[config.mk]
export PLATFORM = sky130hd
export DESIGN_NAME = remote_cmd_rx
export DESIGN_NICKNAME = d
export VERILOG_FILES = /design/src/rtl/quad_cmd_pkg.sv /design/src/rtl/uart_rx_byte.sv /design/src/rtl/remote_cmd_rx.sv
export SDC_FILE = /design/constraint.sdc
export NUM_CORES = 1
export LEC_CHECK = 0
export CORE_ASPECT_RATIO = 1.4
export CORE_MARGIN = 2
export CORE_UTILIZATION = 35
export DETAILED_ROUTE_END_ITERATION = 8
export DONT_BUFFER_PORTS = 1
export GPL_ROUTABILITY_DRIVEN = 0
export PLACE_DENSITY = 0.5
export REMOVE_ABC_BUFFERS = 1
export SYNTH_ARGS = -nofsm -noshare
export SYNTH_HDL_FRONTEND = slang
export SYNTH_HIERARCHICAL = 1
export SYNTH_SLANG_ARGS = --single-unit
export TNS_END_PERCENT = 20
[constraint.sdc]
create_clock -name clk -period 3.8 [get_ports clk]
set_clock_uncertainty 0.1 [all_clocks]
set_input_delay 0.76 -clock clk [delete_from_list [all_inputs] [get_ports clk]]
set_output_delay 0.76 -clock clk [all_outputs]
set_load 0.01 [all_outputs]
[src/rtl/quad_cmd_pkg.sv]
// rtl/quad_cmd_pkg.sv - shared opcodes, frame constants and FSM state types for the remote command path
package quad_cmd_pkg;

    localparam logic [7:0] SET_PTCH  = 8'h02;
    localparam logic [7:0] SET_ROLL  = 8'h03;
    localparam logic [7:0] SET_YAW   = 8'h04;
    localparam logic [7:0] SET_THRST = 8'h05;
    localparam logic [7:0] CALIBRATE = 8'h06;
    localparam logic [7:0] EMER_LAND = 8'h07;
    localparam logic [7:0] MTRS_OFF  = 8'h08;

    localparam int         FRAME_BYTES = 3;
    localparam logic [7:0] ACK         = 8'hA5;

    typedef enum logic [1:0] {
        RX_IDLE  = 2'd0,
        RX_START = 2'd1,
        RX_DATA  = 2'd2,
        RX_STOP  = 2'd3
    } rx_state_t;

    typedef enum logic [1:0] {
        WAIT_CMD = 2'd0,
        WAIT_HI  = 2'd1,
        WAIT_LO  = 2'd2
    } asm_state_t;

endpackage

[src/rtl/uart_rx_byte.sv]
// rtl/uart_rx_byte.sv - 8N1 LSB-first byte receiver with RX synchroniser and glitch-rejecting start detect
module uart_rx_byte
    import quad_cmd_pkg::*;
#(
    parameter int BAUD_DIV = 2604
) (
    input  logic       clk,
    input  logic       rst,
    input  logic       rx_i,
    output logic [7:0] rx_byte_o,
    output logic       byte_vld_o,
    output logic       frm_err_o,
    output logic       rx_busy_o
);

    localparam int CW = $clog2(BAUD_DIV);
    localparam logic [CW-1:0] HALF_M1 = CW'(BAUD_DIV / 2 - 1);
    localparam logic [CW-1:0] FULL_M1 = CW'(BAUD_DIV - 1);

    logic            rx_meta_q, rx_sync_q, rx_last_q;
    rx_state_t       state_q, state_d;
    logic [CW-1:0]   cnt_q, cnt_d;
    logic [2:0]      bit_q, bit_d;
    logic [7:0]      sh_q, sh_d;
    logic            fall;

    assign fall       = rx_last_q & ~rx_sync_q;
    assign rx_byte_o  = sh_q;
    assign rx_busy_o  = (state_q != RX_IDLE);

    // Two-flop synchroniser plus one history flop for falling-edge detection
    always_ff @(posedge clk) begin
        if (rst) begin
            rx_meta_q <= 1'b1;
            rx_sync_q <= 1'b1;
            rx_last_q <= 1'b1;
        end else begin
            rx_meta_q <= rx_i;
            rx_sync_q <= rx_meta_q;
            rx_last_q <= rx_sync_q;
        end
    end

    // Receiver state, baud counter, bit counter and shift register
    always_ff @(posedge clk) begin
        if (rst) begin
            state_q <= RX_IDLE;
            cnt_q   <= '0;
            bit_q   <= '0;
            sh_q    <= '0;
        end else begin
            state_q <= state_d;
            cnt_q   <= cnt_d;
            bit_q   <= bit_d;
            sh_q    <= sh_d;
        end
    end

    // Next-state: sample when the baud counter hits zero, reload on every sample
    always_comb begin
        state_d    = state_q;
        cnt_d      = cnt_q;
        bit_d      = bit_q;
        sh_d       = sh_q;
        byte_vld_o = 1'b0;
        frm_err_o  = 1'b0;
        case (state_q)
            RX_IDLE: begin
                cnt_d = '0;
                bit_d = '0;
                if (fall) begin
                    state_d = RX_START;
                    cnt_d   = HALF_M1;
                end
            end
            RX_START: begin
                if (cnt_q == '0) begin
                    if (rx_sync_q) begin
                        state_d = RX_IDLE;
                    end else begin
                        state_d = RX_DATA;
                        cnt_d   = FULL_M1;
                    end
                end else begin
                    cnt_d = cnt_q - CW'(1);
                end
            end
            RX_DATA: begin
                if (cnt_q == '0) begin
                    sh_d  = {rx_sync_q, sh_q[7:1]};
                    bit_d = bit_q + 3'd1;
                    cnt_d = FULL_M1;
                    if (bit_q == 3'd7) begin
                        state_d = RX_STOP;
                    end
                end else begin
                    cnt_d = cnt_q - CW'(1);
                end
            end
            RX_STOP: begin
                if (cnt_q == '0) begin
                    state_d    = RX_IDLE;
                    byte_vld_o = rx_sync_q;
                    frm_err_o  = ~rx_sync_q;
                end else begin
                    cnt_d = cnt_q - CW'(1);
                end
            end
            default: state_d = RX_IDLE;
        endcase
    end

endmodule

[src/rtl/remote_cmd_rx.sv]
// rtl/remote_cmd_rx.sv - assembles 3-byte remote frames into cmd/data with cmd_rdy handshake and gap timeout
module remote_cmd_rx
    import quad_cmd_pkg::*;
#(
    parameter int BAUD_DIV = 2604,
    parameter int GAP_TO   = 65536
) (
    input  logic        clk,
    input  logic        rst,
    input  logic        RX,
    input  logic        clr_cmd_rdy,
    output logic        cmd_rdy,
    output logic [7:0]  cmd,
    output logic [15:0] data,
    output logic        frm_err,
    output logic        gap_err
);

    localparam int GW = $clog2(GAP_TO + 1);
    localparam logic [GW-1:0] GAP_MAX = GW'(GAP_TO);

    logic [7:0]  rx_byte;
    logic        byte_vld;
    logic        rx_frm_err;
    logic        rx_busy;

    asm_state_t  asm_q, asm_d;
    logic [7:0]  cmd_sh_q, cmd_sh_d;
    logic [7:0]  hi_sh_q, hi_sh_d;
    logic [7:0]  cmd_q, cmd_d;
    logic [15:0] data_q, data_d;
    logic        rdy_q, rdy_d;
    logic [GW-1:0] gap_q, gap_d;
    logic        in_frame;
    logic        gap_run;
    logic        gap_hit;

    uart_rx_byte #(
        .BAUD_DIV (BAUD_DIV)
    ) u_rx (
        .clk        (clk),
        .rst        (rst),
        .rx_i       (RX),
        .rx_byte_o  (rx_byte),
        .byte_vld_o (byte_vld),
        .frm_err_o  (rx_frm_err),
        .rx_busy_o  (rx_busy)
    );

    assign in_frame = (asm_q == WAIT_HI) || (asm_q == WAIT_LO);
    assign gap_run  = in_frame && !rx_busy;
    assign gap_hit  = in_frame && (gap_q == GAP_MAX);

    assign cmd_rdy  = rdy_q;
    assign cmd      = cmd_q;
    assign data     = data_q;
    assign frm_err  = rx_frm_err;
    assign gap_err  = gap_hit;

    // Assembly state, shadow bytes, output registers and gap timer
    always_ff @(posedge clk) begin
        if (rst) begin
            asm_q    <= WAIT_CMD;
            cmd_sh_q <= '0;
            hi_sh_q  <= '0;
            cmd_q    <= '0;
            data_q   <= '0;
            rdy_q    <= 1'b0;
            gap_q    <= '0;
        end else begin
            asm_q    <= asm_d;
            cmd_sh_q <= cmd_sh_d;
            hi_sh_q  <= hi_sh_d;
            cmd_q    <= cmd_d;
            data_q   <= data_d;
            rdy_q    <= rdy_d;
            gap_q    <= gap_d;
        end
    end

    // Frame assembly; a timeout or framing error abandons the frame but keeps the last command
    always_comb begin
        asm_d    = asm_q;
        cmd_sh_d = cmd_sh_q;
        hi_sh_d  = hi_sh_q;
        cmd_d    = cmd_q;
        data_d   = data_q;
        rdy_d    = rdy_q;

        if (clr_cmd_rdy) begin
            rdy_d = 1'b0;
        end

        if (gap_hit || rx_frm_err) begin
            asm_d = WAIT_CMD;
        end else if (byte_vld) begin
            case (asm_q)
                WAIT_CMD: begin
                    cmd_sh_d = rx_byte;
                    rdy_d    = 1'b0;
                    asm_d    = WAIT_HI;
                end
                WAIT_HI: begin
                    hi_sh_d = rx_byte;
                    asm_d   = WAIT_LO;
                end
                WAIT_LO: begin
                    cmd_d  = cmd_sh_q;
                    data_d = {hi_sh_q, rx_byte};
                    rdy_d  = 1'b1;
                    asm_d  = WAIT_CMD;
                end
                default: asm_d = WAIT_CMD;
            endcase
        end
    end

    // Gap timer counts idle line time inside a frame and saturates at the limit
    always_comb begin
        gap_d = gap_q;
        if (gap_run && (gap_q != GAP_MAX)) begin
            gap_d = gap_q + GW'(1);
        end
        if (byte_vld || (asm_d == WAIT_CMD)) begin
            gap_d = '0;
        end
    end

endmodule

==> run_results.csv <==
group,metric,value,unit
run_status,status,"finished, final reports clean",
die,die_area,12200,um^2
power,cellLeakagePower,1.49,nW
synth,yosysTopAreaCellShare,44.3,%
cts,clock_path_buffers,2,
synth,yosysTopAreaCell,"dfxtp_1",
critical_path,critPathArrivalTime,3.19,ns
die,rows,46,
die,start_util,35.4,%
synth,synth-edff-count,0,
placement,hpwl,5730,um
drt,drc,0,
drt,post_drt_wl_per_cell,14.7,um
cells_and_area,fin_nets,441,
synth,seq_area_frac_synth,44.3,%
critical_path,slowest_stage,"a21oi_4",
cts,clk_pin_slew_worst_paths,0.06,ns
synth,synth_cell_types,59,
power,p_per_area,452,nW/um^2
grt,grt_pass1_wl,14200,um
timing,setup_tns,0,ns
drt,wl,8400,um
timing,setup_viol,0,
synth,dominantRegCellSynth,"dfxtp_1",
cts,cts_setup_buffers,0,
cts,cts_buffers,9,
die,die_x,94.1,um
timing,hold_viol,0,
timing,finalCritPeriodShare,80.2,%
synth,synth_area,3980,um^2
critical_path,critPathBufInv,0,
critical_path,start_kind,"flop",
critical_path,critPathTopFamily,"simple AND/OR/NAND/NOR gates",
critical_path,path_cells,"nor4_4, and4_1, and3_2, nand3b_1, a21oi_4, mux2i_1, nor2_1",
timing,worst_pin_slew,1.02,ns
placement,pre_cts_slack,0.737,ns
drt,vias_per_cell,5.16,
die,die_h,130,um
cts,ctsResizeCount,0,
synth,synthArstFlopShare,0,%
critical_path,endpoint_kind,"flop",
cells_and_area,syn_to_final_growth,9.50,%
synth,ys_top_cells_by_area,"dfxtp_1 (44%), mux2i_1 (11%), nor2_1 (7.3%), ha_1 (4.1%), nand2_1 (3.0%)",
synth,avgSynthCellArea,9.29,um^2
cts,htreeDepth,3,
cts,cts_root_buf,"clkbuf_16",
grt,grt_pass1_vias,2865,
drt,antenna_left,0,
grt,top_usage_layer,"met2",
grt,grt_util_met2,24.0,%
synth,synthCells,428,
flow_run,maxCapViolations,0,
cells_and_area,drive_gt1_share,8.16,%
critical_path,cp_data_required_time,3.94,ns
placement,portBuffers,0,
cts,cts_sinks,88,
die,ios,31,
grt,grt_max_degree,67,
cts,cts_tree,"built",
timing,fmax,328,MHz
grt,met1_usage,18.1,%
synth,ys_ff_latch,88,
drt,first_iter_violations,107,
cts,worstSkewPairLatency,0.35,ns
timing,maxSlewViolCount,0,
power,ir_drop,0.289,mV
grt,antenna_found_initial,0,
timing,fin_crit,3.05,ns
synth,yosys_warnings,6,
worst_hold_path,hold_class,"reg -> reg",
critical_path,path_max_fanout,24,
critical_path,criticalPathCategory,"reg -> reg",
grt,overflow,0,
drt,firstDrtPassIters,4,
critical_path,slowest_delay,0.79,ns
die,coreArea,11200,um^2
drt,vias,2955,
timing,relSlewSlack,31.9,%
timing,fin_ws,0.753,ns
grt,grt_use_met3,4.73,%
grt,grtUsageTotal,14.8,%
timing,rsz0062_at_grt,"no",
cells_and_area,diodes,0,
cts,holdBufCountCts,0,
## power by group
part | switching [mW] | internal (mW)
combinational | 0.100 | 0.0608
clock | 0.406 | 0.458
sequential | 0.0108 | 0.931
## per-stage QoR
| step | cells | power, mW | instance area [um^2] | utilization (%) | hold WS (ns) |
|---|---|---|---|---|---|
| 2_1_floorplan | 411 | 1.09 | 3870 | - | 0.289 |
| 6_report | 573 | 1.97 | 4350 | 38.8 | 0.313 |
| 3_5_place_dp | 557 | 1.12 | 4070 | 36.2 | 0.298 |
| 5_1_grt | 573 | 2.06 | 4350 | 38.8 | 0.324 |
| 3_3_place_gp | 557 | 1.12 | 4070 | 36.2 | 0.296 |
| 4_1_cts | 573 | 2.00 | 4350 | 38.8 | 0.314 |
## cell type report
cell class                      instances  area, um^2
Clock buffer                            9         225
Inverter                               13        48.8
Tap cell                              144         180
Timing Repair Buffer                    2        15.0
Multi-Input combinational cell        310        2060
Fill cell                            1164        6870
Clock inverter                          7        61.3
Sequential cell                        88        1760
## cell families (layout without fill, tap and decap cells)
group | Yosys count | after routing | synth area share, %
xor+xnor | 19 | 19 | 4.19
mux | 43 | 43 | 10.8
buf+inv | 30 | 31 | 3.84
simple gates | 186 | 186 | 23.9
flops | 88 | 88 | 44.3
fa+ha+maj | 13 | 13 | 4.09
compound gates | 49 | 49 | 8.87
## cells in the final DEF (no fill, tap or decap), types with 4 or more instances in the layout
master	n
inv_1	13
nor2_1	77
xor2_1	10
clkbuf_16	9
and4_1	5
xnor2_1	9
nand3_1	7
a21oi_1	20
nor2b_1	4
mux2i_1	43
nor4_1	6
dfxtp_1	88
o21ai_0	7
ha_1	13
nand4_1	13
nor3_1	9
nand2_1	32
## layer usage
metal	routed length [um]	up-vias
met2	4080	41
met4	142	0
met1	3860	1415
li1	-	1487
met5	0	-
met3	312	12
## synth_stat cells (2+ instances only)
cell type,n
a21oi_1,20
buf_4,4
inv_1,13
o21ai_0,7
clkbuf_1,7
ha_1,13
a211oi_4,2
xnor2_1,9
nand3_1,7
and2_1,3
nor4_1,6
nor4b_1,3
o31ai_1,2
o211a_1,2
buf_2,2
or3_1,3
and3_1,2
and2_2,2
nand2_1,32
buf_6,3
and4_1,5
xor2_1,10
a22oi_1,2
nor3_1,9
nor2b_1,4
nor3b_1,2
or2_2,3
mux2i_1,43
dfxtp_1,88
nor2_1,77
or4_1,2
nand4_1,13
nand2b_1,2
## worst register-to-register path: stages, from the launching register on
cell and delay, ns:
dfxtp_1 0.35, nor4_4 0.46, and4_1 0.46, and3_2 0.31
nand3b_1 0.14, a21oi_4 0.79, mux2i_1 0.28, nor2_1 0.05
## registers in the layout, summed over array words and instances, names as in the netlist, named ones only
name            flops
cmd_sh_q            8
gap_q              17
u_rx/rx_byte_o      8
u_rx/rx_last_q      1
u_rx/state_q        1
u_rx/rx_sync_q      1
hi_sh_q             8
u_rx/rx_meta_q      1
u_rx/cnt_q         12
cmd                 8
u_rx/bit_q          3
cmd_rdy             1
asm_q               2
data               16
## path summary, 6_finish.rpt
check	start	end	slack (ns)	cells past startpoint
setup / recovery	u_rx/cnt_q[6]	data[4]	0.75	7
hold / removal	u_rx/rx_meta_q	u_rx/rx_sync_q	0.31	1
setup reg to reg	u_rx/cnt_q[6]	data[4]	0.75	7
hold reg to reg	u_rx/rx_meta_q	u_rx/rx_sync_q	0.31	1
(Power assumes the default switching activity.)
